$ cat src/rtl/lsb_serializer_pkg.sv
// Shared types and constants for the LSB-first parallel-to-serial converter.
// Holds the two-state FSM encoding and the default word width.

package lsb_serializer_pkg;

    localparam int DEFAULT_WIDTH = 8;

    typedef enum logic {
        IDLE  = 1'b0,
        SHIFT = 1'b1
    } state_e;

    // Bit index counter width; a one-bit floor keeps degenerate widths legal.
    function automatic int count_width(input int width);
        return (width < 2) ? 1 : $clog2(width);
    endfunction

endpackage

$ cat src/rtl/lsb_serializer.sv
// LSB-first parallel-to-serial converter with a ready/valid word input and a
// ready/valid bit output; back-to-back words are emitted without a bubble.

module lsb_serializer
    import lsb_serializer_pkg::*;
#(
    parameter int WIDTH = DEFAULT_WIDTH
) (
    input  logic             clk,
    input  logic             reset,
    input  logic             load_valid,
    input  logic [WIDTH-1:0] load_data,
    output logic             load_ready,
    input  logic             ser_ready,
    output logic             ser_valid,
    output logic             ser_data,
    output logic             ser_first,
    output logic             ser_last
);

    localparam int            CW       = count_width(WIDTH);
    localparam logic [CW-1:0] LAST_IDX = CW'(WIDTH - 1);

    state_e           state_q, state_d;
    logic [WIDTH-1:0] shreg_q, shreg_d;
    logic [CW-1:0]    count_q, count_d;

    logic in_shift;
    logic at_last;
    logic load_fire;

    assign in_shift  = (state_q == SHIFT);
    assign at_last   = in_shift && (count_q == LAST_IDX);

    // A new word is taken either when empty or exactly as the last bit leaves.
    assign load_ready = !in_shift || (at_last && ser_ready);
    assign load_fire  = load_valid && load_ready;

    assign ser_valid = in_shift;
    assign ser_data  = in_shift && shreg_q[0];
    assign ser_first = in_shift && (count_q == '0);
    assign ser_last  = at_last;

    always_comb begin
        // NOTE: every next-state signal gets a default first so no path can infer a latch.
        state_d = state_q;
        shreg_d = shreg_q;
        count_d = count_q;

        if (load_fire) begin
            state_d = SHIFT;
            shreg_d = load_data;
            count_d = '0;
        end else if (in_shift && ser_ready) begin
            if (at_last) begin
                state_d = IDLE;
                shreg_d = '0;
                count_d = '0;
            end else begin
                shreg_d = {1'b0, shreg_q[WIDTH-1:1]};
                count_d = count_q + 1'b1;
            end
        end
    end

    always_ff @(posedge clk) begin
        // NOTE: registers use non-blocking assignments so all of them update from pre-edge values.
        if (reset) begin
            state_q <= IDLE;
            shreg_q <= '0;
            count_q <= '0;
        end else begin
            state_q <= state_d;
            shreg_q <= shreg_d;
            count_q <= count_d;
        end
    end

endmodule

$ cat config.mk
export PLATFORM = sky130hd
export DESIGN_NAME = lsb_serializer
export DESIGN_NICKNAME = d
export VERILOG_FILES = /design/src/rtl/lsb_serializer_pkg.sv /design/src/rtl/lsb_serializer.sv
export SDC_FILE = /design/constraint.sdc
export NUM_CORES = 1
export LEC_CHECK = 0
export CORE_UTILIZATION = 40
export DETAILED_ROUTE_END_ITERATION = 10
export GPL_TIMING_DRIVEN = 1
export PLACE_DENSITY = 0.65
export SLEW_MARGIN = 0
export SYNTH_ARGS = -nofsm -noshare
export SYNTH_HDL_FRONTEND = slang
export SYNTH_SLANG_ARGS = --single-unit
$ cat constraint.sdc
create_clock -name clk -period 1.69 [get_ports clk]
set_clock_uncertainty 0.05 [all_clocks]
set_input_delay 0.338 -clock clk [delete_from_list [all_inputs] [get_ports clk]]
set_output_delay 0.338 -clock clk [all_outputs]
set_load 0.01 [all_outputs]
# Word-level counts from Yosys, hierarchy flattened
# Index checks and enable logic that the tools add are counted.
dict set report totals {
  ff_bits 12
  in_bits 12
  out_inout_bits 5
  wordCells 25
}
dict set report op_classes {
  addsub 1
  eq_ne 1
  mux 7
  n_reduce_logical 13
}
# cell count
set op_table {}
lappend op_table {{8-bit 2-to-1 mux} 2}
lappend op_table {{7-bit 2-to-1 mux} 1}
lappend op_table {{1-bit logical AND} 6}
lappend op_table {{2-bit nonzero test} 2}
lappend op_table {{3-bit by 1-bit adder with 3-bit output (second input constant)} 1}
lappend op_table {{3-bit equality test (second input constant)} 1}
lappend op_table {{3-bit logical NOT} 1}
lappend op_table {{1-bit 2-to-1 mux} 3}
lappend op_table {{3-bit 2-to-1 mux} 1}
lappend op_table {{2-bit AND reduction} 1}
lappend op_table {{2-bit OR reduction} 1}
lappend op_table {{1-bit logical NOT} 1}
lappend op_table {{1-bit logical OR} 1}

# Depth between registers and ports, before layout
dict set report logic_depth {
  depth_word 7
  ltp_mapped 7
  ltp_nobuf 5
}

# Worst setup path after synthesis
# OpenSTA, ideal clock, no wires.
dict set report synth_path {
  path_type {flip-flop to output port}
  startpoint {reg count_q[0]}
  endpoint {out ser_last}
  arrival_time_ps 1150
  required_time_ps 1302
  setup_slack_ps 152
  stages_incl_launch_ff 6
  n_path_buf 2
  path_cell_list {dfxtp_1 > ha_1 > ha_1 > buf_6 > buf_2 > and2_1}
}
dict set report synth_via {
  elab_chain_cells 2
}
# item line_no
set synth_rtl {}
lappend synth_rtl {{from (decl)} lsb_serializer.sv:26} ;# logic [CW-1:0] count_q, count_d;
lappend synth_rtl {{from (signal assigned)} lsb_serializer.sv:75} ;# count_q <= count_d;
lappend synth_rtl {{3-bit equality test} lsb_serializer.sv:33} ;# assign at_last = in_shift && (count_q == LAST_IDX);
lappend synth_rtl {{1-bit logical AND} lsb_serializer.sv:33}
lappend synth_rtl {{to (decl)} lsb_serializer.sv:18} ;# output logic ser_last
# No other way between the ends.

# Worst setup path in the final report
dict set report layout_path {
  startpoint {reg count_q[1]}
  endpoint {out load_ready}
}
dict set report layout_via {
  elab_chain_cells 4
}
# item line_no
set layout_rtl {}
lappend layout_rtl {{3-bit equality test} lsb_serializer.sv:33}
lappend layout_rtl {{1-bit logical AND} lsb_serializer.sv:33}
lappend layout_rtl {{1-bit logical AND} lsb_serializer.sv:36} ;# assign load_ready = !in_shift || (at_last && ser_ready);
lappend layout_rtl {{1-bit logical OR} lsb_serializer.sv:36}
lappend layout_rtl {{to (decl)} lsb_serializer.sv:13} ;# output logic load_ready,
# No other way between the ends.

==> flow_metrics.env <==
export IMPL_leakage_nw=0.4397
export IMPL_overflow=0
export IMPL_setup_viol=0
export IMPL_setup_tns_ps=0
export IMPL_cp_max_fo=4
export IMPL_r2r_start="count_q[1]"
export IMPL_crit_path_frequent_cell="ha_4"
export IMPL_finalPower_w=0.0007310
export IMPL_htreeDepth=1
export IMPL_slew_headroom=0.7691
export IMPL_worstSetupStartpointType="flop"
export IMPL_cp_required_ps=1300
export IMPL_seq_area_frac_synth=0.2981
export IMPL_ant_nets=0
export IMPL_grt_max_degree=12
export IMPL_critical_path_top_delay_family="flip-flops"
export IMPL_slew_viol_final=0
export IMPL_syn_inst=87
export IMPL_synth_cell_types=22
export IMPL_crit_chain="ha_4 > ha_4 > a21bo_4 > buf_6"
export IMPL_yosys_warnings=0
export IMPL_grt_use_met3=0.03462
export IMPL_worst_hold_path_num_cells=2
export IMPL_synthToLayoutAreaGrowth_pct=38.82
export IMPL_ir_drop_uv=384.3
export IMPL_track_usage=0.1983
export IMPL_cp_buffers_inverters=1
export IMPL_port_buffers=16
export IMPL_cts_tree="yes"
export IMPL_crit_arrival_ps=1270
export IMPL_viasPerCell=5.121
export IMPL_multi_input_area_um2=520.5
export IMPL_hold_ws_ps=471.6
export IMPL_place_hpwl_um=1323
export IMPL_dr_pass1_iters=4
export IMPL_syn_mean_instance_area_um2=9.262
export IMPL_ys_seq_elements=12
export IMPL_syn_nets=102
export IMPL_rsz0062_at_grt="yes"
export IMPL_reg2reg_depth=6
export IMPL_drv_cap=0
export IMPL_cts_made_buffers=3
export IMPL_insertion_delay_ps=270
export IMPL_end_kind="output pin"
export IMPL_die_x_um=46.88
export IMPL_slowest_stage="dfxtp_2"
export IMPL_worstMarginPinSlew_ps=345.5
export IMPL_drt_iter0_drc=3
export IMPL_cts_buffer_depth=2
export IMPL_via_count=717
export IMPL_regArea_um2=246.5
export IMPL_globalplace_congestion=0.7833
export IMPL_r2r_end="count_q[2]"
export IMPL_rows=15
export IMPL_die_area_mm2=0.002198
export IMPL_reg2reg_slack_ps=220
export IMPL_crit_type="flop to output pin"
export IMPL_cts_hold_buf=0
export IMPL_drive_gt1_frac=0.3478
export IMPL_hp_class="flop to flop"
export IMPL_min_from="shreg_q[7]"
export IMPL_core_area_mm2=0.001802
export IMPL_top_usage_layer="met2"
export IMPL_max_stage_delay_ps=340
export IMPL_drc_errors=0
export IMPL_fillers=167
export IMPL_hold_end="shreg_q[7]"
export IMPL_outcome="finished, final reports clean"
export IMPL_clk_root_buffer_cell="clkbuf_4"
export IMPL_fin_crit_sh=0.9828
export IMPL_grt_pass1_wl_um=3084
export IMPL_final_nets=131
export IMPL_powerDensity_mw_per_mm2=653.5
export IMPL_fmaxAchievable_mhz=602.1
export IMPL_antenna_found_initial=0
export IMPL_diodes=0
export IMPL_cts_sinks=12
export IMPL_initial_core_util=0.4472
export IMPL_die_h_um=46.88
export IMPL_netlist_area_um2=805.8
export IMPL_clkTransAtPathRegs_ps=80
export IMPL_finalCriticalPeriod_ps=1661
export IMPL_grt_pass1_vias=723
export IMPL_grtUsageMet2=0.3361
export IMPL_use_met1=0.2529
export IMPL_wire_per_inst_um=13.20
export IMPL_timing_hold_violations_final=0
export IMPL_drt_total_wl_um=1848
export IMPL_io_pins=17
==> logic make-up (layout without fill, tap and decap cells) <==
group,count (synthesis),after routing,synth area share
and+or+nand+nor,32,32,0.2189
DFF,12,12,0.2981
buffers and inverters,11,39,0.09006
AOI/OAI and AO/OA,28,28,0.3339
adders and majority gates,3,3,0.04659
muxes,1,1,0.01242
==> layer usage <==
metal	vias to the layer above	part of all wire
met4	0	0
li1	376	-
met1	330	0.47
met3	0	0.031
met5	-	0
met2	11	0.50
==> synth_stat cells <==
library cell | instances | area share
a211oi_1 | 14 | 0.13
dfxtp_1 | 12 | 0.30
and2_1 | 9 | 0.070
nor2_1 | 9 | 0.042
a2111oi_2 | 7 | 0.13
nor2b_1 | 7 | 0.054
buf_2 | 4 | 0.025
buf_6 | 3 | 0.042
ha_1 | 3 | 0.047
nand2_1 | 3 | 0.014
a21oi_1 | 2 | 0.012
a21oi_2 | 2 | 0.022
inv_1 | 2 | 0.0093
nand4b_1 | 2 | 0.022
a21bo_4 | 1 | 0.020
a21o_1 | 1 | 0.0093
and3b_1 | 1 | 0.011
buf_4 | 1 | 0.0093
inv_2 | 1 | 0.0047
mux2i_1 | 1 | 0.012
nand3_1 | 1 | 0.0062
o211ai_1 | 1 | 0.0093
==> timing repair <==
item | 4_1_cts | 5_1_grt
pin swaps | 0 | 2
setup buffers | 0 | 1
gates resized for setup | 22 | 3
setup endpoints to repair | 5 | 2
==> per-stage QoR <==
stage,instances,utilization,area [µm²],setup slack (ps)
floorplan,87,-,805.8,151.8
global placement,135,0.5819,1049,-208.7
detailed placement,135,0.5819,1049,-194.8
CTS,139,0.6097,1099,-0.6832
global route,140,0.6208,1119,-13.17
finish,140,0.6208,1119,29.14
==> worst min-delay path, delay by kind of cell (launching register included) <==
kind	cells	cell delay (ps)
compound gates	2	160
flops	1	320
==> final cells by class <==
class	instances	area share
clock buffer	4	0.03244
inverter	3	0.01007
multi-input combinational	64	0.4653
sequential	12	0.2204
tap	25	0.02796
timing repair buffer	32	0.2438
==> registers in the layout (all words and copies together) (netlist names) <==
name	flops
ser_valid	1
shreg_q	8
count_q	3
==> report_power, final <==
| group | internal [W] | total [W] | switching, W | leakage, nW |
|---|---|---|---|---|
| clock | 0.000131 | 0.000236 | 0.000105 | 0.0210 |
| combinational | 0.0000980 | 0.000177 | 0.0000790 | 0.318 |
| sequential | 0.000302 | 0.000318 | 0.0000162 | 0.100 |
| total | 0.000531 | 0.000731 | 0.000200 | 0.440 |
==> cells in the final DEF (no fill, tap or decap), types with 3 or more instances in the layout <==
| cell type | instances |
|---|---|
| nor2b_1 | 7 |
| clkdlybuf4s50_1 | 11 |
| and2_1 | 9 |
| a2111oi_2 | 7 |
| a211oi_1 | 14 |
| dfxtp_1 | 9 |
| nand2_1 | 3 |
| clkbuf_4 | 3 |
| nor2_1 | 9 |
| buf_4 | 15 |
==> worst max-delay path by stage <==
| stage | slack [ps] | startpoint | endpoint | depth (start not counted) |
|---|---|---|---|---|
| after global placement | -210 | ser_ready | load_ready | 3 |
| after CTS | -0.7 | count_q[0] | ser_first | 5 |
| after detailed placement | -190 | ser_ready | load_ready | 3 |
| after global routing | -10 | count_q[0] | load_ready | 4 |
| final | 30 | count_q[1] | load_ready | 4 |
| after floorplan | 150 | count_q[0] | ser_last | 5 |
Power figures use the tool's default switching activity.
